===== src/rtl/shift_reg_sipo_rx.sv =====
`default_nettype none
// ============================================================================
//  Module      : shift_reg_sipo_rx
//  Description : Serial-in parallel-out receiver. Reassembles WIDTH-bit words
//                framed by a start strobe on bit 0, presents them on a
//                valid/ready port and reports sticky overflow / framing
//                errors that software clears with clear_err.
//  Revision    : 1.0  initial release
// ============================================================================
module shift_reg_sipo_rx #(
    parameter int WIDTH     = 4,
    parameter bit MSB_FIRST = 1'b1
) (
    input  logic             clk,
    input  logic             reset_n,
    input  logic             sdi,
    input  logic             sample_en,
    input  logic             start,
    output logic [WIDTH-1:0] dout,
    output logic             dout_valid,
    input  logic             dout_ready,
    output logic             busy,
    output logic             overflow,
    output logic             frame_err,
    input  logic             clear_err
);

    localparam int CW = (WIDTH > 2) ? $clog2(WIDTH) : 1;

    typedef enum logic [0:0] {
        ST_IDLE  = 1'b0,
        ST_SHIFT = 1'b1
    } state_t;

    state_t           r_state;
    // Only WIDTH-1 bits are ever buffered: the final bit goes straight from
    // sdi into the completed word on the completing edge.
    logic [WIDTH-2:0] r_part;
    logic [CW-1:0]    r_count;

    logic [WIDTH-1:0] w_word;
    logic [WIDTH-2:0] w_next_part;
    logic [WIDTH-2:0] w_first_part;
    logic             w_sample_start;
    logic             w_sample_bit;
    logic             w_in_shift;
    logic             w_complete;
    logic             w_load;
    logic             w_drop;
    logic             w_resync;

    // Bit-order specific assembly of the word currently being shifted in.
    generate
        if (MSB_FIRST) begin : g_msb_first
            assign w_word       = {r_part, sdi};
            assign w_next_part  = w_word[WIDTH-2:0];
            assign w_first_part = (WIDTH-1)'(sdi);
        end else begin : g_lsb_first
            assign w_word       = {sdi, r_part};
            assign w_next_part  = w_word[WIDTH-1:1];
            assign w_first_part = (WIDTH-1)'(sdi) << (WIDTH-2);
        end
    endgenerate

    assign w_sample_start = sample_en & start;
    assign w_sample_bit   = sample_en & ~start;
    assign w_in_shift     = (r_state == ST_SHIFT);
    assign w_complete     = w_in_shift & w_sample_bit & (r_count == CW'(WIDTH-1));
    assign w_load         = w_complete & (~dout_valid | dout_ready);
    assign w_drop         = w_complete & dout_valid & ~dout_ready;
    assign w_resync       = w_in_shift & w_sample_start;

    // Frame FSM: tracks partial assembly, bit count and the busy flag.
    always_ff @(posedge clk or negedge reset_n) begin
        if (!reset_n) begin
            r_state <= ST_IDLE;
            r_part  <= '0;
            r_count <= '0;
            busy    <= 1'b0;
        end else begin
            case (r_state)
                ST_IDLE: begin
                    if (w_sample_start) begin
                        r_part  <= w_first_part;
                        r_count <= CW'(1);
                        r_state <= ST_SHIFT;
                        busy    <= 1'b1;
                    end
                end
                ST_SHIFT: begin
                    // A start mid-frame restarts the frame with this bit as bit 0.
                    if (w_sample_start) begin
                        r_part  <= w_first_part;
                        r_count <= CW'(1);
                    end else if (w_sample_bit) begin
                        r_part <= w_next_part;
                        if (w_complete) begin
                            r_count <= '0;
                            r_state <= ST_IDLE;
                            busy    <= 1'b0;
                        end else begin
                            r_count <= r_count + CW'(1);
                        end
                    end
                end
                default: begin
                    r_state <= ST_IDLE;
                    busy    <= 1'b0;
                end
            endcase
        end
    end

    // Output register: load complete words, clear valid on a plain accept.
    always_ff @(posedge clk or negedge reset_n) begin
        if (!reset_n) begin
            dout       <= '0;
            dout_valid <= 1'b0;
        end else if (w_load) begin
            dout       <= w_word;
            dout_valid <= 1'b1;
        end else if (dout_valid && dout_ready) begin
            dout_valid <= 1'b0;
        end
    end

    // Sticky error flags; a new error on the clearing edge wins.
    always_ff @(posedge clk or negedge reset_n) begin
        if (!reset_n) begin
            overflow  <= 1'b0;
            frame_err <= 1'b0;
        end else begin
            if (w_drop)
                overflow <= 1'b1;
            else if (clear_err)
                overflow <= 1'b0;

            if (w_resync)
                frame_err <= 1'b1;
            else if (clear_err)
                frame_err <= 1'b0;
        end
    end

endmodule
`default_nettype wire

===== config.mk =====
export PLATFORM = sky130hd
export DESIGN_NAME = shift_reg_sipo_rx
export DESIGN_NICKNAME = d
export VERILOG_FILES = /design/src/rtl/shift_reg_sipo_rx.sv
export SDC_FILE = /design/constraint.sdc
export NUM_CORES = 1
export LEC_CHECK = 0
export BUFFER_PORTS_ARGS = -buffer_cell sky130_fd_sc_hd__buf_2
export CAP_MARGIN = 40
export CORE_AREA = 2 2 39 41
export CTS_CLUSTER_DIAMETER = 100
export DETAILED_ROUTE_END_ITERATION = 10
export DIE_AREA = 0 0 41 43
export HOLD_SLACK_MARGIN = 0.06
export PLACE_DENSITY = 0.71
export SKIP_LAST_GASP = 1
export SLEW_MARGIN = 20
export SYNTH_ARGS = -nofsm -noshare
export SYNTH_HDL_FRONTEND = slang
export SYNTH_SLANG_ARGS = --single-unit

===== constraint.sdc =====
create_clock -name clk -period 1.6 [get_ports clk]
set_input_delay 0.08 -clock clk [delete_from_list [all_inputs] [get_ports clk]]
set_output_delay 0.08 -clock clk [all_outputs]
set_load 0.05 [all_outputs]

==> results of run 1 <==
registers in the layout (all words and copies together) (netlist names):
signal and count:
dout 4, r_state 1, r_count 2, overflow 1
busy 1, dout_valid 1, r_part 3, frame_err 1
synthesized netlist by cell type:
library cell	instances
a21oi_1	2
nand2_1	5
nand4b_4	1
ha_1	1
a22o_1	1
mux2_2	5
nand2b_1	1
buf_4	1
nor3b_1	1
o21a_1	2
nor2b_4	1
nand3_1	3
o22a_1	1
dfrtp_1	14
o22ai_1	4
o21ai_0	4
buf_6	1
inv_1	5
buf_2	1
worst paths after layout:
check	end	slack (ns)
max	dout[0]	0.21
min	dout_valid	0.1
max reg2reg	dout[0]	0.21
min reg2reg	dout[3]	0.50
max in group asynchronous	busy	1.15
min in group asynchronous	dout_valid	0.22
power breakdown:
group	internal [mW]	switching [mW]	leakage (nW)
clock network	0.139	0.111	0.0210
logic	0.181	0.334	0.191
registers	0.456	0.0743	0.178
cell families (layout without fill, tap and decap cells):
| group | after synthesis | after routing |
|---|---|---|
| flops | 14 | 14 |
| fa+ha+maj | 1 | 1 |
| compound gates | 14 | 14 |
| simple gates | 12 | 12 |
| buf+inv | 8 | 27 |
| mux | 5 | 5 |
area by class of cell:
type | instances | area [um2]
fillers | 124 | 609
flip-flops and latches | 14 | 350
multi-input cells | 32 | 241
repair buffers | 18 | 108
clock buffers | 4 | 36.3
well taps | 16 | 20.0
inverters | 5 | 18.8
what timing repair did:
action,4_1_cts,5_1_grt
gates resized for setup,0,0
endpoints found under the hold margin,18,0
hold buffers,3,0
critical path: cells and delay by family, from the launching register on:
family,cells,cell delay [ns]
and+or+nand+nor,2,0.32
DFF,1,0.37
adders and majority gates,1,0.24
muxes,1,0.35
per-layer routing:
metal | vias up | GRT usage [%] | routed length (um)
li1 | 226 | - | -
met1 | 208 | 22.0 | 524
met2 | 16 | 20.9 | 451
met3 | 5 | 4.71 | 47
met4 | 0 | 12.0 | 41
met5 | - | 0 | 0
stage by stage:
step	hold WS (ns)	cells
finish	0.0951	89
global route	0.110	89
CTS	0.0934	89
detailed placement	-0.0116	82
global placement	-0.0138	82
floorplan	-0.216	54
==> flow_summary.ini, run 1 <==
[cts]
clockRootBuffer = clkbuf_4
htreeDepth = 1
clock_path_buffers = 2
clock-sinks = 14
post_cts_buffers = 0
clk_latency_ns = 0.28
cts_buffers = 3
cts_tree = done
cts.clk_slew.worst_paths_ns = 0.08

[detailed_routing]
avgViaCountPerCell = 5.11
drt-total-wl_um = 1060
post_drt_wl_per_cell_um = 12.0
drc_errors = 0
drtPass1Iterations = 4
vias = 455
drtIter0Drc = 3
ant_nets = 0

[critical_path]
r2r_start = r_count[0]
startpoint_type = flop
path_max_fanout = 4
cpMaxStageDelayCell = dfrtp_1
crit_chain = ha_1 > nand4b_4 > nor2b_4 > mux2_2
reg2reg_depth = 4
critPathMaxStageDelay_ns = 0.37
cp-end-kind = flop
crit_arrival_ns = 1.56
worstPathRequired_ns = 1.77
crit_start = r_count[0]
path_class = flop to flop

[place]
hpwlAfterDp_um = 787
place.gp.congestion = 0.794
placement.io_buffers = 14
place_area_um2 = 708
dp_slack_ns = 0.205

[power_and_ir_drop]
peakVddDrop_mv = 0.726
leakage_nw = 0.390
power_density_nw_per_um2 = 1670
p_total_mw = 1.29

[synth]
synth_top_area_share_pct = 55.2
ys_types = 19
yosysTopAreaCell = dfrtp_1
syn-cell-area_um2 = 634
syn_avg_cell_area_um2 = 11.7
ys_seq_elements = 14
synth_compound_area_share_pct = 13.8
synth_mux_area_share_pct = 8.88
ys.warnings.count = 0
synth_xor_area_share_pct = 0
yosys.area_share.simple_pct = 13.4
synthCells = 54
synth_area_leaders = dfrtp_1 55%, mux2_2 8.9%, o22ai_1 3.9%
yosysSeqAreaShare_pct = 55.2
synthAdderAreaFrac_pct = 1.97
synthesis.nets = 62
synth_top_family_by_area = compound AO/OA/AOI/OAI gates

[floorplan]
core-area_um2 = 1380
core.rowCount = 14
die_h_um = 43
io_pins = 15
die_area_um2 = 1760
start_util_pct = 45.8
die_x_um = 41

[timing]
relSlewSlack_pct = 79.2
fin_worst_skew_ns = 0.00204
setup_slack_ns = 0.208
min_period_ns = 1.39
grt_setup_unrepaired = no
fmax_ghz = 0.718
finalSetupViolCount = 0
tns_ns = 0
post-route-period-util_pct = 87.0
slew_viol_final = 0
worstMarginPinSlew_ns = 0.312
hold_viol_final = 0

[global_routing]
grt_pass1_vias = 421
grt_pass1_wl_um = 1840
grt_max_degree = 15
antenna_found_initial = 0
grt-ovfl-total = 0
grt_usage_pct = 16.2

[final_layout]
fin_util_pct = 56.0
fin_area_um2 = 774
drive_above_1_share_pct = 35.6
antenna_cells = 0
synthToLayoutAreaGrowth_pct = 22.1
final_cell_mix = 14 x dfrtp_1, 14 x buf_2, 5 x nand2_1, 5 x inv_1, 5 x mux2_2
final_nets = 82

[worst_hold_path]
hold-path-cell-count = 3
hold_class = primary input to flop
hp-start = dout_ready

[job]
max_cap_viol_count = 0

[outcome]
status = finished, final reports clean
Power figures use the tool's default switching activity.
==> inputs of run 2 (changes only) <==
--- a/config.mk
+++ b/config.mk
@@ -7,10 +7,10 @@
 export LEC_CHECK = 0
 export BUFFER_PORTS_ARGS = -buffer_cell sky130_fd_sc_hd__buf_2
 export CAP_MARGIN = 40
-export CORE_AREA = 2 2 39 41
+export CORE_AREA = 4 4 41 43
 export CTS_CLUSTER_DIAMETER = 100
 export DETAILED_ROUTE_END_ITERATION = 10
-export DIE_AREA = 0 0 41 43
+export DIE_AREA = 0 0 45 47
 export HOLD_SLACK_MARGIN = 0.06
 export PLACE_DENSITY = 0.71
 export SKIP_LAST_GASP = 1
==> run 2 against run 1 <==
Final cell count down 2.2%. Final area down 1.9%. Core utilization up 2.4 points. Critical path depth unchanged. Clock-buffer cell count decreased by 1. Sequential power about the same. Non-clock buffer count did not move. Combinational power grew 1%. First-iteration DRC count grew 130%. Critical path type unchanged.
==> flow_summary.ini, run 2 (same netlist as run 1, synthesis figures left out) <==
[timing]
relSlewSlack_pct = 79.2
fmax_ghz = 0.711
grt_setup_unrepaired = no
finalSetupViolCount = 0
fin_worst_skew_ns = 0.00405
min_period_ns = 1.41
slew_viol_final = 0
hold_viol_final = 0
tns_ns = 0
worstMarginPinSlew_ns = 0.313
post-route-period-util_pct = 87.9

[critical_path]
crit_arrival_ns = 1.57
critPathMaxStageDelay_ns = 0.37
worstPathRequired_ns = 1.76
cp-end-kind = flop
path_class = flop to flop
startpoint_type = flop
cpMaxStageDelayCell = dfrtp_1
crit_chain = ha_1 > nand4b_4 > nor2b_4 > mux2_2
path_max_fanout = 4
reg2reg_depth = 4

[final_layout]
antenna_cells = 0
fin_area_um2 = 759
fill_cells = 124
drive_above_1_share_pct = 34.7
synthToLayoutAreaGrowth_pct = 19.7
final_nets = 82
top_regs = dout: 4 flops, r_part: 3 flops, r_count: 2 flops
final_cell_count_no_fill = 87
largest_register_ffs = 4
regMostFlops = dout
final_cell_mix = 14 x dfrtp_1, 14 x buf_2, 5 x nand2_1, 5 x inv_1, 5 x mux2_2

[place]
place_area_um2 = 707
dp.cells = 81
hpwlAfterDp_um = 846
placement.io_buffers = 14
place.gp.congestion = 0.766

[detailed_routing]
drtIter0Drc = 7
vias = 442
avgViaCountPerCell = 5.08
ant_nets = 0
drt-total-wl_um = 1140
drtPass1Iterations = 4
drc_errors = 0
post_drt_wl_per_cell_um = 13.1

[cts]
cts.clk_slew.worst_paths_ns = 0.08
clock_path_buffers = 2
cts_tree = done
post_cts_buffers = 0
clock-sinks = 14
htreeDepth = 1
clockRootBuffer = clkbuf_4
cts_buffers = 3
clk_latency_ns = 0.27

[floorplan]
start_util_pct = 48.7
core-area_um2 = 1300
die_area_um2 = 2120
die_x_um = 45
core.rowCount = 13
io_pins = 15
die_h_um = 47

[global_routing]
grt_pass1_wl_um = 1930
grt_max_degree = 15
grt_usage_pct = 12.8
antenna_found_initial = 0
grt-ovfl-total = 0
grt_pass1_vias = 456

[power_and_ir_drop]
leakage_nw = 0.383
p_clk_share_pct = 15.3
swShare_pct = 41.4
p_sw_mw = 0.512
p_total_mw = 1.24
power_frac_comb_pct = 42.0
seqPwrFrac_pct = 42.7
power_density_nw_per_um2 = 1630
peakVddDrop_mv = 0.971
cellInternalPower_mw = 0.725

[worst_hold_path]
hold_class = primary input to flop
hold-path-cell-count = 3

[job]
max_cap_viol_count = 0

[outcome]
status = finished, final reports clean
## run 2: final timing paths
path,end,slack (ns),startpoint
setup / recovery,dout[3],0.19,r_count[0]
hold / removal,dout_valid,0.11,dout_ready
setup reg to reg,dout[3],0.19,r_count[0]
hold reg to reg,dout[1],0.51,dout[1]
max in group asynchronous,r_part[1],1.14,reset_n
min in group asynchronous,r_state,0.22,reset_n
## run 2: final cells by class
| class | count | area (um2) | area share (%) |
|---|---|---|---|
| Clock buffer | 3 | 22.5 | 2.97 |
| Inverter | 5 | 18.8 | 2.47 |
| Multi-Input combinational cell | 32 | 241 | 31.8 |
| Sequential cell | 14 | 350 | 46.1 |
| Tap cell | 15 | 18.8 | 2.47 |
| Timing Repair Buffer | 18 | 108 | 14.2 |
## run 2: power by group through the flow
stage / clock (mW) / sequential [mW] / combinational [mW]
after CTS: 0.196 / 0.529 / 0.527
after floorplan: 0 / 0.706 / 0.228
after detailed placement: 0 / 0.535 / 0.520
after global placement: 0 / 0.529 / 0.509
after global routing: 0.207 / 0.545 / 0.564
final: 0.189 / 0.528 / 0.520
## run 2: what timing repair did
action,CTS,global route
hold endpoints to repair,17,0
hold buffers,3,0
resized for setup,0,0
## run 2: metal layers
metal	vias up	wire length [um]	GRT usage, %
met5	-	0	0
met4	0	23	7.02
met3	4	75	2.68
met2	16	508	21.8
met1	197	535	15.2
li1	225	-	-
## run 2: worst max-delay path, delay by kind of cell, from the launching register on
family,cells,cell delay [ns]
flops,1,0.37
mux,1,0.36
fa+ha+maj,1,0.24
simple gates,2,0.33
## run 2: metrics by stage
| step | utilization (%) | hold WS, ns | setup WS (ns) |
|---|---|---|---|
| finish | 58.4 | 0.110 | 0.194 |
| global route | 58.4 | 0.130 | 0.134 |
| CTS | 58.4 | 0.106 | 0.179 |
| detailed placement | 54.3 | -0.0128 | 0.186 |
| global placement | 54.3 | -0.0119 | 0.234 |
| floorplan | - | -0.216 | 0.231 |
